File: config.mk
export PLATFORM = sky130hd
export DESIGN_NAME = rs_latch_ctrl_flat
export DESIGN_NICKNAME = d
export VERILOG_FILES = /design/src/rtl/rs_latch_pkg.sv /design/src/rtl/rs_latch_ctrl_if.sv /design/src/rtl/rs_latch_ctrl_rr_arb2.sv /design/src/rtl/rs_latch_ctrl.sv /design/src/flat_wrapper.sv
export SDC_FILE = /design/constraint.sdc
export NUM_CORES = 1
export LEC_CHECK = 0
export ABC_AREA = 1
export BUFFER_PORTS_ARGS = -buffer_cell sky130_fd_sc_hd__clkbuf_2
export CAP_MARGIN = 20
export CORE_MARGIN = 2
export CORE_UTILIZATION = 45
export CTS_BUF_LIST = sky130_fd_sc_hd__clkbuf_4 sky130_fd_sc_hd__clkbuf_8 sky130_fd_sc_hd__clkbuf_16
export CTS_CLUSTER_DIAMETER = 200
export CTS_CLUSTER_SIZE = 16
export DETAILED_ROUTE_END_ITERATION = 16
export PLACE_DENSITY = 0.79
export SKIP_LAST_GASP = 1
export SYNTH_ARGS = -nofsm -noshare
export SYNTH_HDL_FRONTEND = slang
export SYNTH_HIERARCHICAL = 1
export SYNTH_SLANG_ARGS = --single-unit
File: constraint.sdc
create_clock -name clk -period 1.3 [get_ports clk]
set_clock_uncertainty 0.1 [all_clocks]
set_input_delay 0.13 -clock clk [delete_from_list [all_inputs] [get_ports clk]]
set_output_delay 0.13 -clock clk [all_outputs]
set_load 0.1 [all_outputs]
File: src/rtl/rs_latch_pkg.sv
// Shared types and constants for the gated RS latch sequencer.
// State encoding, op and grant-id values used by the controller and its arbiter.
package rs_latch_pkg;

  localparam int unsigned CNT_W = 4;

  typedef enum logic [2:0] {
    StIdle  = 3'd0,
    StSetup = 3'd1,
    StPulse = 3'd2,
    StHold  = 3'd3,
    StCheck = 3'd4
  } state_e;

  localparam logic OP_SET   = 1'b1;
  localparam logic OP_RESET = 1'b0;

  localparam logic GNT_A = 1'b0;
  localparam logic GNT_B = 1'b1;

  function automatic logic [CNT_W-1:0] cyc_to_cnt(input int unsigned n);
    return n[CNT_W-1:0];
  endfunction

endpackage

File: src/rtl/rs_latch_ctrl_if.sv
// Requester handshakes plus latch drive/feedback for rs_latch_ctrl.
// slave is the controller's view, master the environment's view.
interface rs_latch_ctrl_if;

  logic req_a;
  logic op_a;
  logic ack_a;
  logic req_b;
  logic op_b;
  logic ack_b;
  logic latch_s;
  logic latch_r;
  logic latch_en;
  logic q_in;
  logic busy;
  logic err;

  modport slave (
    input  req_a, op_a, req_b, op_b, q_in,
    output ack_a, ack_b, latch_s, latch_r, latch_en, busy, err
  );

  modport master (
    output req_a, op_a, req_b, op_b, q_in,
    input  ack_a, ack_b, latch_s, latch_r, latch_en, busy, err
  );

endinterface

File: src/rtl/rs_latch_ctrl_rr_arb2.sv
// Two-way round-robin arbiter: combinational grant, registered last-granted pointer.
// On a tie the requester that was not granted last wins.
module rr_arb2
  import rs_latch_pkg::*;
(
  input  logic clk,
  input  logic rst,
  input  logic req_a,
  input  logic req_b,
  input  logic upd,
  input  logic upd_id,
  output logic gnt_valid,
  output logic gnt_id
);

  logic last_q;

  always_ff @(posedge clk) begin
    if (rst) begin
      last_q <= GNT_B;
    end else if (upd) begin
      last_q <= upd_id;
    end
  end

  always_comb begin
    gnt_valid = req_a | req_b;
    gnt_id    = GNT_A;
    if (req_a && req_b) begin
      gnt_id = (last_q == GNT_A) ? GNT_B : GNT_A;
    end else if (req_b) begin
      gnt_id = GNT_B;
    end
  end

endmodule

File: src/rtl/rs_latch_ctrl.sv
// Sequencer for a shared gated RS latch: arbitrates two requesters, then drives
// setup / enable pulse / hold on s,r,en and checks q before acknowledging.
module rs_latch_ctrl
  import rs_latch_pkg::*;
#(
  parameter int unsigned SETUP_CYC = 1,
  parameter int unsigned PULSE_CYC = 2,
  parameter int unsigned HOLD_CYC  = 1
) (
  input  logic           clk,
  input  logic           rst,
  rs_latch_ctrl_if.slave bus
);

  state_e           state_q;
  logic [CNT_W-1:0] cnt_q;
  logic             op_q;
  logic             gnt_q;
  logic             latch_s_q;
  logic             latch_r_q;
  logic             latch_en_q;
  logic             ack_a_q;
  logic             ack_b_q;
  logic             busy_q;
  logic             err_q;

  logic gnt_valid;
  logic gnt_id;
  logic gnt_op;
  logic upd;

  assign upd    = (state_q == StCheck);
  assign gnt_op = (gnt_id == GNT_A) ? bus.op_a : bus.op_b;

  rr_arb2 u_arb (
    .clk       (clk),
    .rst       (rst),
    .req_a     (bus.req_a),
    .req_b     (bus.req_b),
    .upd       (upd),
    .upd_id    (gnt_q),
    .gnt_valid (gnt_valid),
    .gnt_id    (gnt_id)
  );

  // Outputs are registered alongside the state, so each takes the value of the state being
  // entered. s and r are decoded from one op bit and can never both be high.
  always_ff @(posedge clk) begin
    if (rst) begin
      state_q    <= StIdle;
      cnt_q      <= '0;
      op_q       <= OP_RESET;
      gnt_q      <= GNT_A;
      latch_s_q  <= 1'b0;
      latch_r_q  <= 1'b0;
      latch_en_q <= 1'b0;
      ack_a_q    <= 1'b0;
      ack_b_q    <= 1'b0;
      busy_q     <= 1'b0;
      err_q      <= 1'b0;
    end else begin
      ack_a_q <= 1'b0;
      ack_b_q <= 1'b0;
      unique case (state_q)
        StIdle: begin
          if (gnt_valid) begin
            state_q   <= StSetup;
            cnt_q     <= cyc_to_cnt(SETUP_CYC);
            op_q      <= gnt_op;
            gnt_q     <= gnt_id;
            latch_s_q <= (gnt_op == OP_SET);
            latch_r_q <= (gnt_op == OP_RESET);
            busy_q    <= 1'b1;
          end
        end
        StSetup: begin
          if (cnt_q == cyc_to_cnt(1)) begin
            state_q    <= StPulse;
            cnt_q      <= cyc_to_cnt(PULSE_CYC);
            latch_en_q <= 1'b1;
          end else begin
            cnt_q <= cnt_q - cyc_to_cnt(1);
          end
        end
        StPulse: begin
          if (cnt_q == cyc_to_cnt(1)) begin
            state_q    <= StHold;
            cnt_q      <= cyc_to_cnt(HOLD_CYC);
            latch_en_q <= 1'b0;
          end else begin
            cnt_q <= cnt_q - cyc_to_cnt(1);
          end
        end
        StHold: begin
          if (cnt_q == cyc_to_cnt(1)) begin
            state_q <= StCheck;
            ack_a_q <= (gnt_q == GNT_A);
            ack_b_q <= (gnt_q == GNT_B);
            // q has settled by the end of hold; flag lands together with the ack
            if (bus.q_in != op_q) begin
              err_q <= 1'b1;
            end
          end else begin
            cnt_q <= cnt_q - cyc_to_cnt(1);
          end
        end
        StCheck: begin
          state_q   <= StIdle;
          latch_s_q <= 1'b0;
          latch_r_q <= 1'b0;
          busy_q    <= 1'b0;
        end
        default: begin
          state_q    <= StIdle;
          latch_s_q  <= 1'b0;
          latch_r_q  <= 1'b0;
          latch_en_q <= 1'b0;
          busy_q     <= 1'b0;
        end
      endcase
    end
  end

  assign bus.latch_s  = latch_s_q;
  assign bus.latch_r  = latch_r_q;
  assign bus.latch_en = latch_en_q;
  assign bus.ack_a    = ack_a_q;
  assign bus.ack_b    = ack_b_q;
  assign bus.busy     = busy_q;
  assign bus.err      = err_q;

endmodule

File: src/flat_wrapper.sv
// flat-port wrapper written by rule: the top's interface ports become plain ports
module rs_latch_ctrl_flat import rs_latch_pkg::*;
#(
  parameter int unsigned SETUP_CYC = 1,
  parameter int unsigned PULSE_CYC = 2,
  parameter int unsigned HOLD_CYC  = 1
)
  (clk, rst, bus_req_a, bus_op_a, bus_req_b, bus_op_b, bus_q_in, bus_ack_a, bus_ack_b, bus_latch_s, bus_latch_r, bus_latch_en, bus_busy, bus_err);
  rs_latch_ctrl_if bus_i ();
  input  logic clk;
  input  logic rst;
  input wire logic [$bits(bus_i.req_a)-1:0] bus_req_a;
  input wire logic [$bits(bus_i.op_a)-1:0] bus_op_a;
  input wire logic [$bits(bus_i.req_b)-1:0] bus_req_b;
  input wire logic [$bits(bus_i.op_b)-1:0] bus_op_b;
  input wire logic [$bits(bus_i.q_in)-1:0] bus_q_in;
  output wire logic [$bits(bus_i.ack_a)-1:0] bus_ack_a;
  output wire logic [$bits(bus_i.ack_b)-1:0] bus_ack_b;
  output wire logic [$bits(bus_i.latch_s)-1:0] bus_latch_s;
  output wire logic [$bits(bus_i.latch_r)-1:0] bus_latch_r;
  output wire logic [$bits(bus_i.latch_en)-1:0] bus_latch_en;
  output wire logic [$bits(bus_i.busy)-1:0] bus_busy;
  output wire logic [$bits(bus_i.err)-1:0] bus_err;
  assign bus_i.req_a = bus_req_a;
  assign bus_i.op_a = bus_op_a;
  assign bus_i.req_b = bus_req_b;
  assign bus_i.op_b = bus_op_b;
  assign bus_i.q_in = bus_q_in;
  assign bus_ack_a = bus_i.ack_a;
  assign bus_ack_b = bus_i.ack_b;
  assign bus_latch_s = bus_i.latch_s;
  assign bus_latch_r = bus_i.latch_r;
  assign bus_latch_en = bus_i.latch_en;
  assign bus_busy = bus_i.busy;
  assign bus_err = bus_i.err;
  rs_latch_ctrl #(.SETUP_CYC(SETUP_CYC), .PULSE_CYC(PULSE_CYC), .HOLD_CYC(HOLD_CYC)) u_core (.clk(clk), .rst(rst), .bus(bus_i));
endmodule
==> impl_metrics.yaml <==
status:
  run_status: "finished, violations left"
  failed_checks: "setup timing"
grt:
  gr-total-overflow: 0
  grt_use_met3: 0.0444
  global_route.peak_usage_layer: "met2"
  gr_util_all_layers: 0.222
  first_global_vias: 831
  use_met2: 0.371
  initial_antenna_violation_count: 0
  grt_max_degree: 12
  grt_pass1_wl_um: 3570
  grtUsageMet1: 0.267
clock_network:
  maximum_level_of_the_cts_h_tree: 1
  cts.clk_slew.worst_paths_ps: 90
  hold_buffers: 0
  cts_tree: "done"
  clock_path_buffers: 2
  clockRootBuffer: "sky130_fd_sc_hd__clkbuf_4"
  insertion_delay_of_the_later_clocked_pin_in_the_worst_skew_pair_ps: 290
  cts_buffers: 3
  cts_sinks: 17
synthesis:
  yosysMostFrequentCell: "sky130_fd_sc_hd__nand2_1"
  post-synth-top-area-cell: "sky130_fd_sc_hd__dfxtp_1"
  synth.cell_area_um2: 880
  postSynthCellCount: 127
  post-synth-top-area-fraction: 0.387
  post_synthesis_net_count: 136
  synth.yosys.seq_area_share: 0.387
  synth-seq-cells: 17
  dominantRegCellSynth: "sky130_fd_sc_hd__dfxtp_1"
  synth_cell_type_count: 25
  netlist_top_cells_area: "sky130_fd_sc_hd__dfxtp_1, sky130_fd_sc_hd__nand2_1, sky130_fd_sc_hd__inv_1, sky130_fd_sc_hd__a21oi_1, sky130_fd_sc_hd__nor2_1"
  synth-edff-count: 0
  average_cell_area_after_synthesis_um2: 6.93
  synthArstFlopShare: 0
  yosysWarnings: 6
  synth.top_cells.by_count: "sky130_fd_sc_hd__nand2_1, sky130_fd_sc_hd__dfxtp_1, sky130_fd_sc_hd__inv_1, sky130_fd_sc_hd__a21oi_1, sky130_fd_sc_hd__nor2_1"
critical_path:
  worst_r2r_startpoint: "u_core/cnt_q[0]$_SDFFE_PP0P_"
  reg2regPathDepth: 6
  cp-startpoint: "u_core/cnt_q[0]$_SDFFE_PP0P_"
  timing.critical_path.to: "u_core/cnt_q[1]$_SDFFE_PP0P_"
  max_stage_delay_ps: 370
  critical_path.endpoint_type: "register"
  cp_data_arrival_time_ps: 1530
  crit_path_cell_trace: "inv_1, ha_4, nand3b_1, o21ai_1, nand2_1, a21oi_1"
  critical_path.reg2reg.endpoint: "u_core/cnt_q[1]$_SDFFE_PP0P_"
  worst_path_class_setup: "register to register"
  start_kind: "register"
  setup.reg_to_reg.worst_slack_ps: -110
  critical_path_fanouts_max: 2
  cp_slowest_cell: "sky130_fd_sc_hd__dfxtp_2"
  crit_required_ps: 1420
detailed_routing:
  drt_iter0_drc: 33
  num_vias: 946
  drt_drc_violations_left: 0
  final_antenna_net_count: 0
  first_pass_iters: 4
  wirelength_um: 2380
  wire_per_inst_um: 13.3
  viasPerCell: 5.31
timing:
  grt_setup_unrepaired: "yes"
  max_slew_vio_count: 0
  period_minus_slack_ps: 1410
  worst_slack_ps: -108
  finalSetupViolCount: 5
  final_period_utilization: 1.08
  tightest_slew_ps: 249
  slew_headroom: 0.834
  hold_viol_final: 0
  fmaxAchievable_ghz: 0.710
die:
  floorplan.io_pins: 14
  core_area_um2: 1780
  floorplan.rows: 15
  die_w_um: 48.2
  initial_utilization: 0.493
  dieHeight_um: 48.2
  die_area_um2: 2320
power_and_ir_drop:
  power.clock.fraction: 0.099
  combinationalPowerShare: 0.629
  ir_drop_worst_case_vdd_v: 0.00182
  total_leakage_power_nw: 0.600
  swShare: 0.486
  cell_internal_pwr_w: 0.00158
  power.total_w: 0.00307
  power.net_switching_w: 0.00149
  power.share.sequential: 0.272
  cellPowerDensity_nw_per_um2: 2340
placed_design:
  post-dp-hpwl_um: 1640
  gp_congestion: 0.812
  numPortBuffers: 13
  postPlaceCellArea_um2: 1160
finish:
  fill_cells: 115
  final_layout_size_suffix_gt1_frac: 0.438
  reg_top3: "u_core/cnt_q (4), u_core/state_q (3)"
  stdcell_area_um2: 1310
  synthToLayoutAreaGrowth_pct: 49.4
  largest_register: "u_core/cnt_q"
  finish.net_count: 163
  largest_register_ffs: 4
  antenna-diode-count: 0
  seq_area_um2: 355
  area_of_the_multi_input_gates_um2: 572
min_path:
  timing.hold.worst.class: "input pin to register"
flow_run:
  timing.max_cap.violations: 0
-- cell families (layout without fill, tap and decap cells) --
family | after synthesis | count (layout) | share of synthesized area
AOI/OAI and AO/OA | 20 | 20 | 0.125
buffers and inverters | 20 | 46 | 0.0868
and+or+nand+nor | 67 | 67 | 0.363
adders and majority gates | 2 | 2 | 0.0284
xor gates and xnor gates | 1 | 1 | 0.00996
DFF | 17 | 17 | 0.387
-- power by group through the flow --
stage	sequential, W	clock, W	combinational (W)
detailed placement	0.000805	0	0.00152
global placement	0.000806	0	0.00146
CTS	0.000822	0.000303	0.00165
global route	0.000851	0.000317	0.00207
finish	0.000836	0.000302	0.00193
floorplan	0.000987	0	0.000835
-- stage by stage --
step	util	setup TNS (ps)	instances	setup slack [ps]	hold slack (ps)
after floorplan	-	0	127	5.05	138
after global placement	0.648	-80.8	173	-77.3	326
after detailed placement	0.648	-439	173	-134	337
after CTS	0.695	-233	177	-79.2	50.6
after global routing	0.737	-628	178	-130	66.5
final	0.737	-172	178	-108	38.2
-- layer usage --
layer	vias to the layer above	routed length, um
met5	-	0
met4	0	60
met3	6	99
met2	24	1270
met1	462	941
li1	454	-
-- critical path, delay by kind of cell (launching register included) --
kind	cells	cell delay, ps
buffers and inverters	1	90
and+or+nand+nor	2	250
DFF	1	370
AOI/OAI and AO/OA	2	310
adders and majority gates	1	220
-- final cells by class --
class / instances / area share
repair buffers: 24 / 0.192
clock buffers: 4 / 0.0229
inverters: 18 / 0.0552
flip-flops and latches: 17 / 0.270
multi-input cells: 90 / 0.435
well taps: 25 / 0.0238
-- how the worst min path moves through the flow --
stage	start	endpoint	slack, ps	cells after the start
final	bus_q_in	u_core/bus.err$_SDFFE_PP0P_	40	3
after global routing	rst	u_core/cnt_q[3]$_SDFFE_PP0P_	70	2
after CTS	bus_q_in	u_core/bus.err$_SDFFE_PP0P_	50	3
after detailed placement	u_core/gnt_q$_SDFFE_PP0P_	u_core/bus.ack_a$_SDFF_PP0_	340	1
after global placement	u_core/gnt_q$_SDFFE_PP0P_	u_core/bus.ack_a$_SDFF_PP0_	330	1
after floorplan	rst	u_core/u_arb/last_q$_SDFFE_PP1P_	140	2
-- cells in the final DEF, fill, tap and decap left out, drive strengths merged --
cell type   n
xnor2       1
nand2      40
clkinv      1
nand3       7
nand4       2
inv        17
nor2       14
o21ai       8
dfxtp      17
a21boi      1
clkbuf     10
nand3b      2
buf        18
a21oi      11
or2         2
ha          2
-- repair_timing --
item	CTS	global route
pin swaps	10	13
endpoints found under the setup margin	10	13
setup buffers	0	1
gates resized for setup	14	18
Power figures use the tool's default switching activity.
